File: src/rtl/dilithium_pkg.sv
// Shared Dilithium control definitions: mode/security-level encodings, error
// codes, sequencer states and the command legality check.
package dilithium_pkg;

    localparam logic [1:0] MODE_KEYGEN = 2'd0;
    localparam logic [1:0] MODE_VERIFY = 2'd1;
    localparam logic [1:0] MODE_SIGN   = 2'd2;

    localparam logic [2:0] SEC_LVL_2 = 3'd2;
    localparam logic [2:0] SEC_LVL_3 = 3'd3;
    localparam logic [2:0] SEC_LVL_5 = 3'd5;

    typedef enum logic [1:0] {
        ERR_OK      = 2'd0,
        ERR_ILLEGAL = 2'd1,
        ERR_TIMEOUT = 2'd2,
        ERR_ABORTED = 2'd3
    } err_code_t;

    typedef enum logic [2:0] {
        ST_IDLE  = 3'd0,
        ST_START = 3'd1,
        ST_RUN   = 3'd2,
        ST_ABORT = 3'd3,
        ST_DONE  = 3'd4
    } op_state_t;

    function automatic logic sec_lvl_legal(input logic [2:0] sec_lvl);
        return sec_lvl inside {SEC_LVL_2, SEC_LVL_3, SEC_LVL_5};
    endfunction

    function automatic logic cmd_legal(input logic [1:0] mode, input logic [2:0] sec_lvl);
        return (mode inside {MODE_KEYGEN, MODE_VERIFY, MODE_SIGN}) && sec_lvl_legal(sec_lvl);
    endfunction

endpackage

File: src/rtl/stall_watchdog.sv
// Counts consecutive enabled cycles without a clear; trips on the LIMIT-th one.
module stall_watchdog #(
    parameter int unsigned LIMIT = 65536
) (
    input  logic clk,
    input  logic rst,
    input  logic clear,
    input  logic en,
    output logic trip
);
    localparam int W = $clog2(LIMIT + 1);

    logic [W-1:0] count;

    always_ff @(posedge clk or posedge rst) begin
        if (rst)        count <= '0;
        else if (clear) count <= '0;
        else if (en)    count <= count + W'(1);
    end

    // A clear in the same cycle means progress was made, so never trip then.
    assign trip = en && !clear && (count == W'(LIMIT - 1));

endmodule

File: src/rtl/op_sequencer.sv
// Operation controller: accepts and validates a command, pulses start, watches
// the output stream for the LAST beat and reports status, cycle count and aborts.
module op_sequencer
    import dilithium_pkg::*;
#(
    parameter int unsigned TIMEOUT_CYCLES = 65536,
    parameter int unsigned CNT_W          = 32
) (
    input  logic             clk,
    input  logic             rst,
    input  logic             cmd_valid,
    output logic             cmd_ready,
    input  logic [1:0]       cmd_mode,
    input  logic [2:0]       cmd_sec_lvl,
    input  logic             abort,
    output logic             start,
    output logic [1:0]       mode,
    output logic [2:0]       sec_lvl,
    output logic             core_clear,
    input  logic             out_valid,
    input  logic             out_ready,
    input  logic             out_last,
    output logic             busy,
    output logic             op_done,
    output logic [1:0]       err_code,
    output logic [CNT_W-1:0] cycle_count
);
    op_state_t state, state_nxt;
    err_code_t err_q, err_nxt;

    logic accept, legal, beat, last_beat, trip;

    assign accept    = cmd_valid && (state == ST_IDLE);
    assign legal     = cmd_legal(cmd_mode, cmd_sec_lvl);
    assign beat      = out_valid && out_ready;
    assign last_beat = beat && out_last;

    stall_watchdog #(.LIMIT(TIMEOUT_CYCLES)) u_wdog (
        .clk   (clk),
        .rst   (rst),
        .clear ((state == ST_START) || ((state == ST_RUN) && beat)),
        .en    (state == ST_RUN),
        .trip  (trip)
    );

    always_ff @(posedge clk or posedge rst) begin
        if (rst) begin
            state <= ST_IDLE;
            err_q <= ERR_OK;
        end else begin
            state <= state_nxt;
            err_q <= err_nxt;
        end
    end

    // Completion beats abort, abort beats the watchdog.
    always_comb begin
        state_nxt = state;
        err_nxt   = err_q;
        case (state)
            ST_IDLE: begin
                if (accept) begin
                    state_nxt = legal ? ST_START : ST_DONE;
                    err_nxt   = legal ? ERR_OK : ERR_ILLEGAL;
                end
            end
            ST_START: state_nxt = ST_RUN;
            ST_RUN: begin
                if (last_beat) begin
                    state_nxt = ST_DONE;
                end else if (abort) begin
                    state_nxt = ST_ABORT;
                    err_nxt   = ERR_ABORTED;
                end else if (trip) begin
                    state_nxt = ST_ABORT;
                    err_nxt   = ERR_TIMEOUT;
                end
            end
            ST_ABORT: state_nxt = ST_DONE;
            ST_DONE:  state_nxt = ST_IDLE;
            default:  state_nxt = ST_IDLE;
        endcase
    end

    always_ff @(posedge clk or posedge rst) begin
        if (rst) begin
            mode        <= '0;
            sec_lvl     <= '0;
            cycle_count <= '0;
        end else if (accept) begin
            mode        <= cmd_mode;
            sec_lvl     <= cmd_sec_lvl;
            cycle_count <= '0;
        end else if (((state == ST_START) || (state == ST_RUN)) && (cycle_count != '1)) begin
            cycle_count <= cycle_count + CNT_W'(1);
        end
    end

    assign cmd_ready  = (state == ST_IDLE);
    assign start      = (state == ST_START);
    assign core_clear = (state == ST_ABORT);
    assign op_done    = (state == ST_DONE);
    assign busy       = (state == ST_START) || (state == ST_RUN) || (state == ST_ABORT);
    assign err_code   = err_q;

endmodule

File: config.mk
export PLATFORM = sky130hd
export DESIGN_NAME = op_sequencer
export DESIGN_NICKNAME = d
export VERILOG_FILES = /design/src/rtl/dilithium_pkg.sv /design/src/rtl/stall_watchdog.sv /design/src/rtl/op_sequencer.sv
export SDC_FILE = /design/constraint.sdc
export NUM_CORES = 1
export LEC_CHECK = 0
export ABC_AREA = 0
export CAP_MARGIN = 15
export CORE_MARGIN = 2
export CORE_UTILIZATION = 35
export DETAILED_ROUTE_END_ITERATION = 10
export HOLD_SLACK_MARGIN = 0.1
export PLACE_DENSITY_LB_ADDON = 0.05
export SYNTH_ARGS = -nofsm -noshare
export SYNTH_HDL_FRONTEND = slang
export SYNTH_SLANG_ARGS = --single-unit
File: constraint.sdc
create_clock -name clk -period 5.9 [get_ports clk]
set_input_delay 1.18 -clock clk [delete_from_list [all_inputs] [get_ports clk]]
set_output_delay 1.18 -clock clk [all_outputs]
set_load 0.02 [all_outputs]
==> results.yml, run 1 <==
status:
  status: "complete, no violations"
yosys:
  ys_seq_area_share_pct: 47.4
  synth_cells: 342
  netlist_area_um2: 3110
  syn-num-nets: 357
  synthMuxAreaShare_pct: 1.73
  synthTopCellsByArea: "dfrtp_1, nand2_1, a21oi_1, o21ai_0, or3_1"
  synthFlopType: "dfrtp_1"
  synth-xor-area-share_pct: 5.58
  synthAdderAreaFrac_pct: 1.21
  yosys.area_share.simple_pct: 27.7
  synth_top_cell_area_share_pct: 47.4
  synth_common_cells: "dfrtp_1, nand2_1, a21oi_1"
  ys_warn_count: 0
  synth_top_family_by_area: "simple AND/OR/NAND/NOR gates"
  async_flop_share_pct: 100
  ys_types: 43
  synth_edf_count: 0
  syn_avg_cell_area_um2: 9.11
  synth_compound_area_share_pct: 13.0
  synth_largest_area_cell: "dfrtp_1"
  synth.ff_latch_count: 59
  synth_most_common_cell: "dfrtp_1"
placed_design:
  placed_cell_area_um2: 3750
  post-place-ws_ns: 2.49
  numPortBuffers: 55
  place_congestion: 0.728
  post-dp-hpwl_mm: 5.10
grt:
  antenna_found_initial: 0
  grt.overflow.total: 0
  grt_usage_pct: 16.3
  grt_max_degree: 60
  grt_pass1_wl_mm: 12.7
  grt_pass1_vias: 2606
worst_hold_path:
  hold_start: "mode[0]$_DFFE_PP0P_"
  hp-class: "flip-flop to flip-flop"
setup_path:
  critPathLaunch: "state[0]$_DFFE_PP0P_"
  reg2reg_from: "cycle_count[0]$_DFFE_PP0P_"
  cp-end-kind: "primary output"
  arrival_ns: 2.23
  worstPathRequired_ns: 4.72
  critical_path_class: "flip-flop to primary output"
  cp_max_fo: 13
  start_kind: "flip-flop"
detailed_routing:
  wl_mm: 7.56
  first_iter_violations: 63
  firstDrtPassIters: 4
  drcViolationCount: 0
  drt-vias-per-instance: 5.33
  via_count: 2711
  avgRoutedWirePerCell_um: 14.9
  postRouteAntennaNets: 0
power:
  p_switching_w: 0.000502
  p_int_w: 0.000834
  seqPwrFrac_pct: 39.3
  leakage_nw: 1.61
  clock_power_share_pct: 25.2
  p_per_area_nw_per_um2: 340
  p_comb_share_pct: 35.5
  switching_share_pct: 37.6
  worst_ir_drop_vdd_v: 0.000235
  p_total_w: 0.00134
clock_network:
  cts_root_buffer: "clkbuf_8"
  numCtsBuffers: 9
  clkSlewWorstSetupHoldPaths_ns: 0.06
  clkLatencyLatePin_ns: 0.33
  cts_resized: 0
  clock_sinks: 59
  clockBufferDepth: 2
  cts-hold-fix-buffers: 0
  cts_tree: "done"
  cts_htree_levels: 3
  postCtsSetupBuffers: 0
sta:
  setup_ws_ns: 2.49
  finalSetupViolations: 0
  drv_slew: 0
  clock_skew_ns: 0.00395
  min_period_ns: 3.41
  tightest_slew_ns: 1.07
  hold_viol: 0
  max_slew_margin_pct: 28.3
  post-route-period-util_pct: 57.9
  rsz0062_at_grt: "false"
  max_freq_mhz: 293
  final.setup.tns_ns: 0
finish:
  antenna_cells: 0
  drive_gt1_share_pct: 6.48
  nFillCells: 902
  synthToLayoutAreaGrowth_pct: 26.3
  design_area_um2: 3930
  nets: 412
run:
  drv_cap: 0
die:
  start_util_pct: 35.9
  coreArea_um2: 8680
  die_h_um: 98.3
  rows: 34
  fp.dieW_um: 98.3
  die-area_um2: 9670
  ioPinCount: 56
==> final timing paths <==
| path | end | slack, ns | cells after the start |
|---|---|---|---|
| setup / recovery | busy | 2.49 | 4 |
| hold reg to reg | mode[0]$_DFFE_PP0P_ | 0.47 | 2 |
| min in group asynchronous | mode[1]$_DFFE_PP0P_ | 1.38 | 3 |
| max in group asynchronous | cycle_count[2]$_DFFE_PP0P_ | 4.01 | 3 |
| hold / removal | mode[0]$_DFFE_PP0P_ | 0.47 | 2 |
| setup reg to reg | cycle_count[22]$_DFFE_PP0P_ | 3.49 | 6 |
==> power by group through the flow <==
stage	sequential (W)	combinational, W	clock [W]
2_1_floorplan	0.000541	0.000299	0
3_3_place_gp	0.000531	0.000474	0
3_5_place_dp	0.000533	0.000475	0
4_1_cts	0.000525	0.000478	0.000353
5_1_grt	0.000536	0.000525	0.000367
6_report	0.000525	0.000474	0.000337
==> cell usage in the layout (no fill, tap or decap), types with 3 or more instances in the layout <==
cell type,count
o21ai_0,24
nand4_1,15
and4_1,9
nand2_1,46
o31ai_1,6
xnor2_1,9
a21oi_1,29
or3_1,19
xor2_1,9
nor3_1,5
clkdlybuf4s50_1,55
nand3_1,15
dfrtp_1,59
inv_1,9
buf_4,3
and3_1,6
or4_1,7
clkbuf_8,12
mux2_2,3
nor2_1,25
ha_1,3
nor4_1,3
==> worst max-delay path: stages (launching register included) <==
cell             delay, ns
dfrtp_1               0.52
xnor2_2               0.34
nor2_1                0.16
or2_2                 0.33
clkdlybuf4s50_1       0.54
==> final cells by class <==
type | instances | area, um^2 | area share [%]
Multi-Input combinational cell | 259 | 1530 | 39.0
Sequential cell | 59 | 1480 | 37.5
Timing Repair Buffer | 58 | 573 | 14.6
Clock buffer | 13 | 169 | 4.29
Tap cell | 108 | 135 | 3.44
Inverter | 10 | 37.5 | 0.954
Clock inverter | 2 | 10.0 | 0.254
==> logic make-up (layout without fill, tap and decap cells) <==
kind of cell / count (synthesis) / after routing
simple gates: 162 / 162
compound gates: 70 / 70
flops: 59 / 59
buf+inv: 24 / 83
xor+xnor: 19 / 19
mux: 5 / 5
fa+ha+maj: 3 / 3
==> flip-flops by register name, summed over array words and instances, names as in the netlist <==
register,count
cycle_count,32
state,3
u_wdog.count,17
mode,2
sec_lvl,3
err_code,2
==> through the flow <==
stage	hold WS, ns	util, %	cells
6_report	0.473	45.3	509
5_1_grt	0.512	45.3	509
4_1_cts	0.478	45.2	508
3_5_place_dp	0.461	43.2	493
3_3_place_gp	0.459	43.2	493
2_1_floorplan	0.470	-	342
==> per-layer routing <==
metal	wire length, um	global-route usage, %	vias to the layer above
li1	-	-	1349
met1	3540	21.4	1315
met2	3690	26.3	45
met3	298	5.01	2
met4	36	4.11	0
met5	0	0	-
No activity file was read; power rests on OpenSTA's default activity.
==> run 2, diff against run 1 <==
==> constraint.sdc (replaced) <==
create_clock -name clk -period 3.1 [get_ports clk]
set_input_delay 0.62 -clock clk [delete_from_list [all_inputs] [get_ports clk]]
set_output_delay 0.62 -clock clk [all_outputs]
set_load 0.02 [all_outputs]
==> results.yml, run 2 (synthesis gave the netlist of run 1 again) <==
status:
  status: "complete, no violations"
finish:
  reg_top3: "cycle_count: 32 flops, u_wdog.count: 17 flops"
  largest_register: "cycle_count"
  final_cell_mix: "dfrtp_1, clkdlybuf4s50_1, nand2_1, a21oi_1, nor2_1"
  nets: 414
  synthToLayoutAreaGrowth_pct: 29.4
  antenna_cells: 0
  largest_register_ffs: 32
  multi_input_area_um2: 1530
  regArea_um2: 1480
  drive_gt1_share_pct: 7.43
  nFillCells: 864
  layout_commonest_cell: "dfrtp_1"
clock_network:
  cts_resized: 0
  cts-hold-fix-buffers: 0
  numCtsBuffers: 9
  clockBufferDepth: 2
  cts_root_buffer: "clkbuf_8"
  cts_tree: "done"
  postCtsSetupBuffers: 0
  clkLatencyLatePin_ns: 0.33
  clock_sinks: 59
  clkSlewWorstSetupHoldPaths_ns: 0.06
  cts_htree_levels: 3
setup_path:
  cp_max_fo: 13
  worstPathRequired_ns: 2.48
  critPathBufInv: 1
  start_kind: "flip-flop"
  critical_path_class: "flip-flop to primary output"
  slowest_delay_ns: 0.54
  cp_cell_sequence: "xnor2_2 > nor2_1 > or2_2 > clkdlybuf4s50_1"
  cpLargestDelayFamily: "buffers and inverters"
  arrival_ns: 2.17
  crit_slowest_cell: "clkdlybuf4s50_1"
  cp-end-kind: "primary output"
sta:
  rsz0062_at_grt: "false"
  min_period_ns: 2.79
  tightest_slew_ns: 0.751
  final.setup.tns_ns: 0
  finalSetupViolations: 0
  max_freq_mhz: 358
  clock_skew_ns: 0.00759
  hold_viol: 0
  drv_slew: 0
  setup_ws_ns: 0.308
  post-route-period-util_pct: 90.1
  max_slew_margin_pct: 49.5
detailed_routing:
  drcViolationCount: 0
  wl_mm: 7.58
  firstDrtPassIters: 4
  first_iter_violations: 86
  avgRoutedWirePerCell_um: 14.8
  drt-vias-per-instance: 5.29
  postRouteAntennaNets: 0
  via_count: 2709
grt:
  grt_pass1_vias: 2715
  grt_max_degree: 34
  grt.overflow.total: 0
  antenna_found_initial: 0
  grt_usage_pct: 16.9
  grt_pass1_wl_mm: 13.3
die:
  coreArea_um2: 8680
  die-area_um2: 9670
  fp.dieW_um: 98.3
  rows: 34
  ioPinCount: 56
  start_util_pct: 35.9
  die_h_um: 98.3
power:
  clock_power_share_pct: 32.3
  p_switching_w: 0.000962
  leakage_nw: 1.66
  p_comb_share_pct: 32.1
  p_int_w: 0.00184
  seqPwrFrac_pct: 35.6
  p_per_area_nw_per_um2: 695
  switching_share_pct: 34.4
  worst_ir_drop_vdd_v: 0.000454
placed_design:
  post-place-ws_ns: 0.631
  place_congestion: 0.776
  numPortBuffers: 55
  post-dp-hpwl_mm: 5.24
worst_hold_path:
  hp-class: "flip-flop to flip-flop"
run:
  drv_cap: 0
[run 2: final cells by class]
| type | count | area share (%) |
|---|---|---|
| Clock buffer | 12 | 4.10 |
| Clock inverter | 4 | 2.36 |
| Inverter | 10 | 0.931 |
| Multi-Input combinational cell | 259 | 38.0 |
| Sequential cell | 59 | 36.6 |
| Tap cell | 108 | 3.35 |
| Timing Repair Buffer | 60 | 14.6 |
[run 2: final timing paths]
check / from / endpoint / slack (ns) / cells after the start
worst min-delay path: mode[0]$_DFFE_PP0P_ / mode[0]$_DFFE_PP0P_ / 0.47 / 2
worst max register to register: cycle_count[0]$_DFFE_PP0P_ / cycle_count[22]$_DFFE_PP0P_ / 0.73 / 6
max in group asynchronous: rst / cycle_count[24]$_DFFE_PP0P_ / 1.74 / 3
worst min register to register: mode[0]$_DFFE_PP0P_ / mode[0]$_DFFE_PP0P_ / 0.47 / 2
worst max-delay path: state[0]$_DFFE_PP0P_ / busy / 0.31 / 4
min in group asynchronous: rst / err_code[0]$_DFFE_PP0P_ / 0.67 / 2
[run 2: per-layer routing]
metal	part of all wire [%]	vias to the layer above	GRT usage (%)
li1	-	1348	-
met1	47	1313	22.7
met2	48	42	26.9
met3	3.6	6	4.72
met4	0.99	0	4.85
met5	0	-	0
[run 2: stage by stage]
step	total power [W]	utilization (%)	hold WS [ns]	instances	cell area, um^2
global route	0.00299	46.4	0.524	512	4030
floorplan	0.00160	-	0.470	342	3110
detailed placement	0.00192	43.4	0.462	496	3770
global placement	0.00192	43.4	0.458	496	3770
finish	0.00280	46.4	0.472	512	4030
CTS	0.00285	46.4	0.478	512	4030
[run 2: power by group through the flow]
stage                     registers [W]  clock network (W)  logic (W)
after floorplan                 0.00103                  0   0.000570
after global placement          0.00101                  0   0.000912
after detailed placement        0.00101                  0   0.000914
after CTS                      0.000996           0.000930   0.000919
after global routing            0.00102           0.000969    0.00100
final                          0.000996           0.000905   0.000898
[run 2: worst register-to-register path, delay by kind of cell (launching register included)]
family,cells,cell delay [ns]
compound gates,2,0.51
fa+ha+maj,1,0.20
flops,1,0.43
simple gates,3,1.16
